[src/rtl/output_backprop.sv]
// rtl/output_backprop.sv - transposed weight walk producing saturated, shifted output-layer deltas
module output_backprop #(
  parameter int DATA_W = 9,
  parameter int N_IN   = 128,
  parameter int N_OUT  = 3,
  parameter int SHIFT  = 9,
  parameter int ACC_W  = 20
) (
  input  logic                       clk,
  input  logic                       rst,
  input  logic                       start_valid,
  output logic                       start_ready,
  input  logic [N_OUT*DATA_W-1:0]    err_in,
  output logic                       w_rd_en,
  output logic [$clog2(N_IN)-1:0]    w_addr,
  input  logic [N_OUT*DATA_W-1:0]    w_rd_data,
  output logic                       delta_valid,
  input  logic                       delta_ready,
  output logic [DATA_W-1:0]          delta_data,
  output logic [$clog2(N_IN)-1:0]    delta_idx,
  output logic                       delta_last,
  output logic                       busy
);
  localparam int AW = $clog2(N_IN);
  localparam logic signed [ACC_W-1:0] SAT_MAX = ACC_W'((1 << (DATA_W - 1)) - 1);
  localparam logic signed [ACC_W-1:0] SAT_MIN = ~SAT_MAX;

  typedef enum logic [1:0] {IDLE, FETCH, MAC, OUT} state_t;

  state_t                    state, state_n;
  logic [AW-1:0]             j;
  logic [N_OUT*DATA_W-1:0]   err_q;
  logic signed [2*DATA_W-1:0] prod;
  logic signed [ACC_W-1:0]   acc;
  logic signed [ACC_W-1:0]   shifted;
  logic [DATA_W-1:0]         sat;

  assign start_ready = (state == IDLE);
  assign busy        = (state != IDLE);
  assign w_rd_en     = (state == FETCH);
  assign delta_valid = (state == OUT);
  // j only moves on entry to FETCH, so it doubles as the held read address
  assign w_addr      = j;

  always_ff @(posedge clk) begin
    if (rst) state <= IDLE;
    else     state <= state_n;
  end

  always_comb begin
    state_n = state;
    case (state)
      IDLE:    if (start_valid) state_n = FETCH;
      FETCH:   state_n = MAC;
      MAC:     state_n = OUT;
      OUT:     if (delta_ready) state_n = delta_last ? IDLE : FETCH;
      default: state_n = IDLE;
    endcase
  end

  always_comb begin
    acc  = '0;
    prod = '0;
    for (int i = 0; i < N_OUT; i++) begin
      prod = (2*DATA_W)'($signed(err_q[i*DATA_W +: DATA_W])) *
             (2*DATA_W)'($signed(w_rd_data[i*DATA_W +: DATA_W]));
      acc  = acc + {{(ACC_W-2*DATA_W){prod[2*DATA_W-1]}}, prod};
    end
    shifted = acc >>> SHIFT;
    if (shifted > SAT_MAX)      sat = SAT_MAX[DATA_W-1:0];
    else if (shifted < SAT_MIN) sat = SAT_MIN[DATA_W-1:0];
    else                        sat = shifted[DATA_W-1:0];
  end

  always_ff @(posedge clk) begin
    if (rst) begin
      j          <= '0;
      err_q      <= '0;
      delta_data <= '0;
      delta_idx  <= '0;
      delta_last <= 1'b0;
    end else begin
      case (state)
        IDLE: begin
          if (start_valid) begin
            err_q <= err_in;
            j     <= '0;
          end
        end
        MAC: begin
          delta_data <= sat;
          delta_idx  <= j;
          delta_last <= (j == AW'(N_IN - 1));
        end
        OUT: begin
          if (delta_ready && !delta_last) j <= j + 1'b1;
        end
        default: ;
      endcase
    end
  end
endmodule

[config.mk]
export PLATFORM = sky130hd
export DESIGN_NAME = output_backprop
export DESIGN_NICKNAME = d
export VERILOG_FILES = /design/src/rtl/output_backprop.sv
export SDC_FILE = /design/constraint.sdc
export NUM_CORES = 1
export LEC_CHECK = 0
export CORE_MARGIN = 8
export CORE_UTILIZATION = 34
export CTS_BUF_LIST = sky130_fd_sc_hd__clkbuf_4
export CTS_CLUSTER_DIAMETER = 30
export DETAILED_ROUTE_END_ITERATION = 8
export PLACE_DENSITY = 0.53
export SLEW_MARGIN = 40
export SYNTH_ARGS = -nofsm -noshare
export SYNTH_HDL_FRONTEND = slang
export SYNTH_SLANG_ARGS = --single-unit
[constraint.sdc]
create_clock -name clk -period 6.48 [get_ports clk]
set_input_delay 0.648 -clock clk [delete_from_list [all_inputs] [get_ports clk]]
set_output_delay 0.648 -clock clk [all_outputs]
set_load 0.02 [all_outputs]
---- Word-level counts from Yosys, hierarchy flattened ----
Cells that the tools add are included.
cells by class
  add/sub/neg operators ................... 3
  $mul .................................... 3
  $lt $le $gt $ge ......................... 2
  equal/unequal tests ..................... 7
  muxes and demuxes ....................... 9
  reduce and logical (&&, ||, !) cells .... 8
operators with widths
  cell                 count
  $mul 9x9->18         3
  $add 19x18->20       1
  $add 18x18->19       1
  $mux 9               2
  $mux 7               2
  $pmux 7 s2           1
  $gt 11x9->1 const B  1
  $lt 11x9->1 const B  1
  $pmux 2 s4           1
  $add 7x1->7 const B  1
  $eq 7x7->1 const B   1
  $eq 2x2->1 const B   2
  $mux 2               2
  $ne 2x1->1 const B   2
  $reduce_and 2->1     2
  $reduce_bool 2->1    2
  $reduce_and 3->1     1
  $eq 2x1->1 const B   1
  $logic_not 2->1      1
  $ne 2x2->1 const B   1
  $logic_and 1x1->1    1
  $logic_not 1->1      1
  $mux 1               1
storage, ports and cells
  register bits after elaboration ......... 53
  output and inout bits ................... 28

---- Longest topological paths before layout ----
Gate-level depths: netlist (run 1).
  depth after elaboration ................. 6
  mapped depth ............................ 26
  depth with buffers taken out ............ 25

---- Worst setup path before layout (run 1) ----
No wires, ideal clock.
  path kind ............................... input to register
  start point ............................. input port w_rd_data[3]
  end point ............................... register delta_data[0]
  setup time .............................. 0.080 ns
  arrival time ............................ 6.773 ns
  path slack .............................. -0.373 ns
  stages .................................. 23
  path buffers ............................ 1
  cell sequence ........................... clkbuf_1 > and2_1 > fa_1 > fa_1 > inv_1 > fa_1 > fa_1 > inv_1 > fa_1 > fa_1 > fa_1 > inv_1 > fa_1 > inv_1 > ha_1 > a211oi_1 > o21ai_1 > a21oi_1 > o211ai_1 > and3_1 > or2_1 > o21a_4 > a211oi_2
between the ends
  cells in the longest elaborated chain, start to end .. 6
ends and longest elaborated chain
  element                 RTL line  RTL
  start: declaration      16        input logic [N_OUT*DATA_W-1:0] w_rd_data,
  $mul 9x9->18 (*)        65        prod = (2*DATA_W)'($signed(err_q[i*DATA_W +: DATA_W])) *
  $add 18x18->19 (*)      67        acc = acc + {{(ACC_W-2*DATA_W){prod[2*DATA_W-1]}}, prod};
  $add 19x18->20 (*)      67
  $lt 11x9->1             71        else if (shifted < SAT_MIN) sat = SAT_MIN[DATA_W-1:0];
  $mux 9                  71
  $mux 9 (*)              70        if (shifted > SAT_MAX) sat = SAT_MAX[DATA_W-1:0];
  end signal: assignment  91        delta_data <= sat;
  end: declaration        19        output logic [DATA_W-1:0] delta_data,
Every way passes the cells marked *; elsewhere a longest branch is shown, timed or not.
A chain may end at the register's enable or synchronous reset.

---- Final worst setup path (run 1) ----
  start point ............................. input port w_rd_data[14]
  end point ............................... register delta_data[3]
The elaborated chain is that of the path after synthesis.

==> results of run 1 <==
-- per-layer routing --
layer / part of all wire / track usage / vias up
met5: 0.00044 / 0 / -
met3: 0.022 / 0.0125 / 22
li1: - / - / 4104
met4: 0.014 / 0.0300 / 2
met1: 0.43 / 0.195 / 4431
met2: 0.53 / 0.271 / 94
-- cells in the mapped netlist (all sizes together) (4+ instances only) --
| library cell | count |
|---|---|
| nand3 | 6 |
| o21ai | 10 |
| dfxtp | 53 |
| xnor2 | 17 |
| o21a | 4 |
| a21oi | 47 |
| clkbuf | 44 |
| fa | 282 |
| mux2i | 10 |
| nand2b | 17 |
| ha | 97 |
| buf | 6 |
| nand4 | 4 |
| xor2 | 8 |
| a211oi | 12 |
| nand2 | 175 |
| nor3 | 4 |
| nor2 | 37 |
| and2 | 113 |
| inv | 302 |
-- final cells by class --
class	instances	area, um2	share of cell area
inverters	303	1140	0.0765
multi-input cells	868	10000	0.675
clock inverters	3	33.8	0.00227
flip-flops and latches	53	1100	0.0738
clock buffers	5	37.5	0.00252
well taps	455	569	0.0383
diodes	1	2.50	0.000168
repair buffers	234	1960	0.132
-- cells by family (layout without fill, tap and decap cells) --
kind of cell / Yosys count / in the layout
and+or+nand+nor: 370 / 370
muxes: 11 / 11
adders and majority gates: 379 / 379
DFF: 53 / 53
buffers and inverters: 353 / 545
xor gates and xnor gates: 25 / 25
other: 0 / 1
AOI/OAI and AO/OA: 83 / 83
-- worst max-delay path, stage by stage --
cell and delay [ps]:
dlygate4sd2_1 280, and2_1 180, fa_1 470, inv_1 50, fa_1 530, inv_1 60, fa_2 470, fa_2 590
fa_2 460, fa_2 400, fa_1 570, inv_2 50, fa_1 490, inv_2 50, ha_4 160, a211oi_2 180
o21ai_1 110, a21oi_2 220, o211ai_1 140, and3_1 220, or2_1 260, o21a_4 280, a211oi_2 210
-- flip-flops by register name, summed over array words and instances (netlist names) --
signal	cells
delta_data	9
w_addr	7
delta_idx	7
state	2
delta_last	1
err_q	27
-- path summary, 6_finish.rpt --
path	start	endpoint	slack (ps)	cells after the start
max	w_rd_data[14]	delta_data[3]	-240	23
min	err_q[26]	err_q[26]	490	2
max reg2reg	err_q[23]	delta_data[3]	-210	22
min reg2reg	err_q[26]	err_q[26]	490	2
-- through the flow --
| step | setup TNS, ps | setup WS, ps | utilization |
|---|---|---|---|
| final | -1890 | -236 | 0.429 |
| after global routing | -3540 | -447 | 0.429 |
| after CTS | -2510 | -316 | 0.421 |
| after detailed placement | -10460 | -1170 | 0.412 |
| after global placement | -10020 | -1120 | 0.411 |
| after floorplan | -1120 | -143 | - |
-- repair_timing --
item                       4_1_cts  5_1_grt
setup buffers                   10       10
gates resized for setup        113       89
setup endpoints to repair        9        9
hold buffers                     0        0
pin swaps                       46       66
gates cloned                     1        0
==> run summary, run 1 <==
Filler cells - 3,432
Number of max-cap violations - 0
Worst Skew - 22.1 ps
CTS tree - yes
Syn Inst Count - 1,274
Seq/Total Area, Yosys - 0.0886
Core area - 34,600 um2
Hpwl dp - 25.8 mm
Grt ovf - 0
Clk sink count - 53
Tcrit/Tclk final - 1.04
Starting Density - 0.346
Clock Tree Root - clkbuf_4
Largest net degree at the start of global routing - 50
Required time worst endpoint - 6850 ps
Share of cells above drive strength 1 - 0.210
Synth Area in Simple Gates - 0.150
Port Buffers - 85
Non-Filler Cell Area, Final - 14,900 um2
Mapped cell area - 12,000 um2
Worst EP arrival - 7080 ps
Clock latency at the later pin of the worst-skew pair - 450 ps
Number of synthesized flops with an enable pin - 0
Synthesis-to-finish area growth - 24.2%
HP Class - reg2reg
Pins Over Slew Limit - 0
Post-synthesis compound-gate area fraction - 0.0503
Synthesized flop and latch total - 53
Post-synthesis cell type count - 51
Pre-Repair DR Iteration Count - 4
Avg Inst Size Synth - 9.39 um2
Outcome - complete, but fails checks
Hold slack - 489 ps
Worst setup path class - in2reg
Ys flop type - dfxtp_1
Minimum clock period - 6720 ps
Async set-reset flop share out of synthesis - 0
Die height - 204 um
Initial antenna violation count - 2
Mux cell area share after synthesis - 0.00930
Die ar. - 41,500 um2
Final Setup Violations - 9
XOR/XNOR Fraction of Synth Area - 0.0183
Slew headroom - 0.564
Worst-path clk slew - 180 ps
CP max FO - 8
Nets@finish - 1,902
Area of placed instances - 14,300 um2
Num CTS Buffers - 5
Drt wl/cell - 15.3 um
Max Buffers Root-to-Sink - 2
Ranking of synthesized cells by area - fa_1 47%, ha_1 10%, inv_1 9.4%, dfxtp_1 8.9%, and2_1 5.9%
Unrepaired setup endpoints after global routing - yes
# H-tree levels - 2
Share of Yosys cell area claimed by the top area cell type - 0.472
Ports - 86
Failing checks - negative setup slack
Crit. End Element - flip-flop
DRT Wirelength - 29.4 mm
First-pass GRT wire length - 50.0 mm
Dominant cell type by area after synthesis - fa_1
RD Place Congestion - 0.837
Highest-count cells in the layout ignoring fill and taps - 286 x inv_1, 262 x fa_1, 166 x nand2_1
Die Wd - 204 um
Residual DRC - 0
GRT Total Usage - 0.151
Vias in the first global route - 9,521
Worst Tran Pin Value - 654 ps
Hold Violations, Final - 0
Drt via density - 4.50
Largest family of logic cells by synthesized area - adder cells
1st-iter DRT viols - 319
ANT nets after route - 0
Startpoint types - input pin
Most common cell after layout, fill and taps aside - inv_1
Adder-cell share of the synthesized area - 0.573
Final Non-Filler Cells - 1,922
Placed Cells - 1,894
PnR worst setup slack - -236 ps
Peak Freq - 149 MHz
Cell Rows - 68
Mapped Nets - 1,711
Vias - 8,653
YS warnings - 0
Power of run 1 is not shown: default switching activity piles up to over one toggle a cycle in this logic, so the estimate is an artifact.
==> inputs of run 2 (changes only) <==
--- a/config.mk
+++ b/config.mk
@@ -5,7 +5,6 @@
 export SDC_FILE = /design/constraint.sdc
 export NUM_CORES = 1
 export LEC_CHECK = 0
-export CORE_MARGIN = 8
 export CORE_UTILIZATION = 34
 export CTS_BUF_LIST = sky130_fd_sc_hd__clkbuf_4
 export CTS_CLUSTER_DIAMETER = 30
==> constraint.sdc (replaced) <==
create_clock -name clk -period 5.6 [get_ports clk]
set_input_delay 0.56 -clock clk [delete_from_list [all_inputs] [get_ports clk]]
set_output_delay 0.56 -clock clk [all_outputs]
set_load 0.02 [all_outputs]
==> run 2 against run 1 <==
Effect of this change:
- sequential cell count unchanged
- global-route usage up 2.2 points
- via count down 0.17%
- hold slack better by 13 ps
- first-iteration DRC count down 11%
- largest cell class unchanged
- clock skew up 16 ps
- die area down 13%
- sequential share of layout area about the same
- setup slack worse by 910 ps
- the flow still finishes with violations (negative setup slack)
- critical path depth up 2
- highest routed layer is now met4
- count of clock-buffer cells in the layout unchanged
- routed wire length down 4.2%
==> run summary, run 2 (synthesis results as in run 1) <==
Outcome - complete, but fails checks
Failing checks - negative setup slack
Filler cells - 3,462
CTS tree - yes
Post-CTS Hold Buffers - 0
Slew headroom - 0.557
Slowest CP cell - fa_1
Die ar. - 36,000 um2
Area of the multi-input gates - 9960 um2
Synthesis-to-finish area growth - 22.7%
Worst EP arrival - 7080 ps
RD Place Congestion - 0.858
Biggest register - err_q
Clock latency at the later pin of the worst-skew pair - 480 ps
Pins Over Slew Limit - 0
Final Setup Violations - 9
Cell Rows - 68
Largest net degree at the start of global routing - 50
Vias in the first global route - 9,432
Minimum clock period - 6750 ps
Max FFs per register - 27
Max Buffers Root-to-Sink - 2
Vias - 8,638
DRT Wirelength - 28.1 mm
Critical Path Most Common Cell - fa_1
Hold Violations, Final - 0
ANT nets after route - 0
Core area - 34,600 um2
Peak Freq - 148 MHz
HP Class - reg2reg
Drt wl/cell - 14.8 um
CP max FO - 9
Largest regs - err_q x27, delta_data x9
Die height - 190 um
Port Buffers - 85
Num CTS Buffers - 5
Residual DRC - 0
Share of cells above drive strength 1 - 0.179
Area of placed instances - 14,200 um2
Worst Tran Pin Value - 664 ps
1st-iter DRT viols - 284
Drt via density - 4.53
Required time worst endpoint - 5930 ps
Pre-CTS WS - -1990 ps
Worst setup path class - in2reg
Pre-Repair DR Iteration Count - 4
Startpoint types - input pin
Die Wd - 190 um
# H-tree levels - 2
First-pass GRT wire length - 48.6 mm
Initial antenna violation count - 1
Hpwl dp - 24.7 mm
Seq. cell area - 1090 um2
Starting Density - 0.346
Unrepaired setup endpoints after global routing - yes
Crit-path max cell delay - 560 ps
Nets@finish - 1,888
Clock Tree Root - clkbuf_4
GRT Total Usage - 0.173
Crit. End Element - flip-flop
Critical path's top delay family - adder cells
Grt ovf - 0
PnR worst setup slack - -1150 ps
Number of max-cap violations - 0
Non-Filler Cell Area, Final - 14,700 um2
Most common cell after layout, fill and taps aside - inv_1
Worst-path clk slew - 180 ps
Highest-count cells in the layout ignoring fill and taps - 289 x inv_1, 266 x fa_1, 172 x nand2_1
CP bufs+invs - 7
Ports - 86
Worst Skew - 37.9 ps
Clk sink count - 53
Tcrit/Tclk final - 1.21
-- run 2: cell count changes in the layout (fill, tap and decap cells not counted), moves of 5 or more --
cell,previous run,this run
dlygate4sd2_1,5,21
buf_2,8,0
buf_4,137,129
clkbuf_2,10,4
nand2_1,166,172
dfxtp_2,8,13
nand2_2,7,2
-- run 2: path summary, 6_finish.rpt --
kind,start,to,slack [ps],cells after the start
setup / recovery,w_rd_data[19],delta_data[3],-1150,25
hold / removal,err_q[2],err_q[2],500,2
setup reg to reg,err_q[24],delta_data[3],-1100,23
hold reg to reg,err_q[2],err_q[2],500,2
-- run 2: repair_timing --
item                                    CTS  global route
endpoints found under the setup margin    9             9
resized for setup                        90            35
pin swaps                                61            21
setup buffers                             7             2
cloned                                    0             0
-- run 2: per-layer routing --
layer  track usage  vias to the layer above  wire length [um]
met2         0.312                       98             14900
li1              -                     4083                 -
met3        0.0148                       18               715
met4        0.0338                        0               342
met5             0                        -                 0
met1         0.226                     4439             12200
-- run 2: worst reg2reg max path, stage by stage (launching register included) --
cell and delay, ps:
dfxtp_2 390, and2_4 140, fa_1 550, inv_2 40, fa_1 520, inv_1 50, fa_1 460, fa_1 590
fa_1 450, fa_1 480, fa_1 550, inv_2 60, fa_2 540, inv_2 50, ha_4 160, a211oi_2 200
o21ai_2 80, a21oi_2 220, buf_4 160, o21ai_4 60, a311oi_4 330, o21a_1 190, o21a_4 220, a211oi_2 90
-- run 2: through the flow --
stage	hold WS, ps	instances	setup TNS [ps]	util
6_report	502	1908	-9990	0.424
5_1_grt	545	1908	-11490	0.424
4_1_cts	529	1905	-9630	0.421
3_5_place_dp	487	1891	-17620	0.411
3_3_place_gp	474	1891	-17120	0.411
2_1_floorplan	493	1274	-8210	-
-- run 2: cell type report --
| class | count | share of cell area |
|---|---|---|
| clock inverter | 3 | 0.00196 |
| sequential | 53 | 0.0741 |
| timing repair buffer | 220 | 0.127 |
| tap | 455 | 0.0387 |
| multi-input combinational | 868 | 0.678 |
| clock buffer | 5 | 0.00255 |
| antenna | 1 | 0.000170 |
| inverter | 303 | 0.0774 |
Power of run 2 is left out for the same reason.
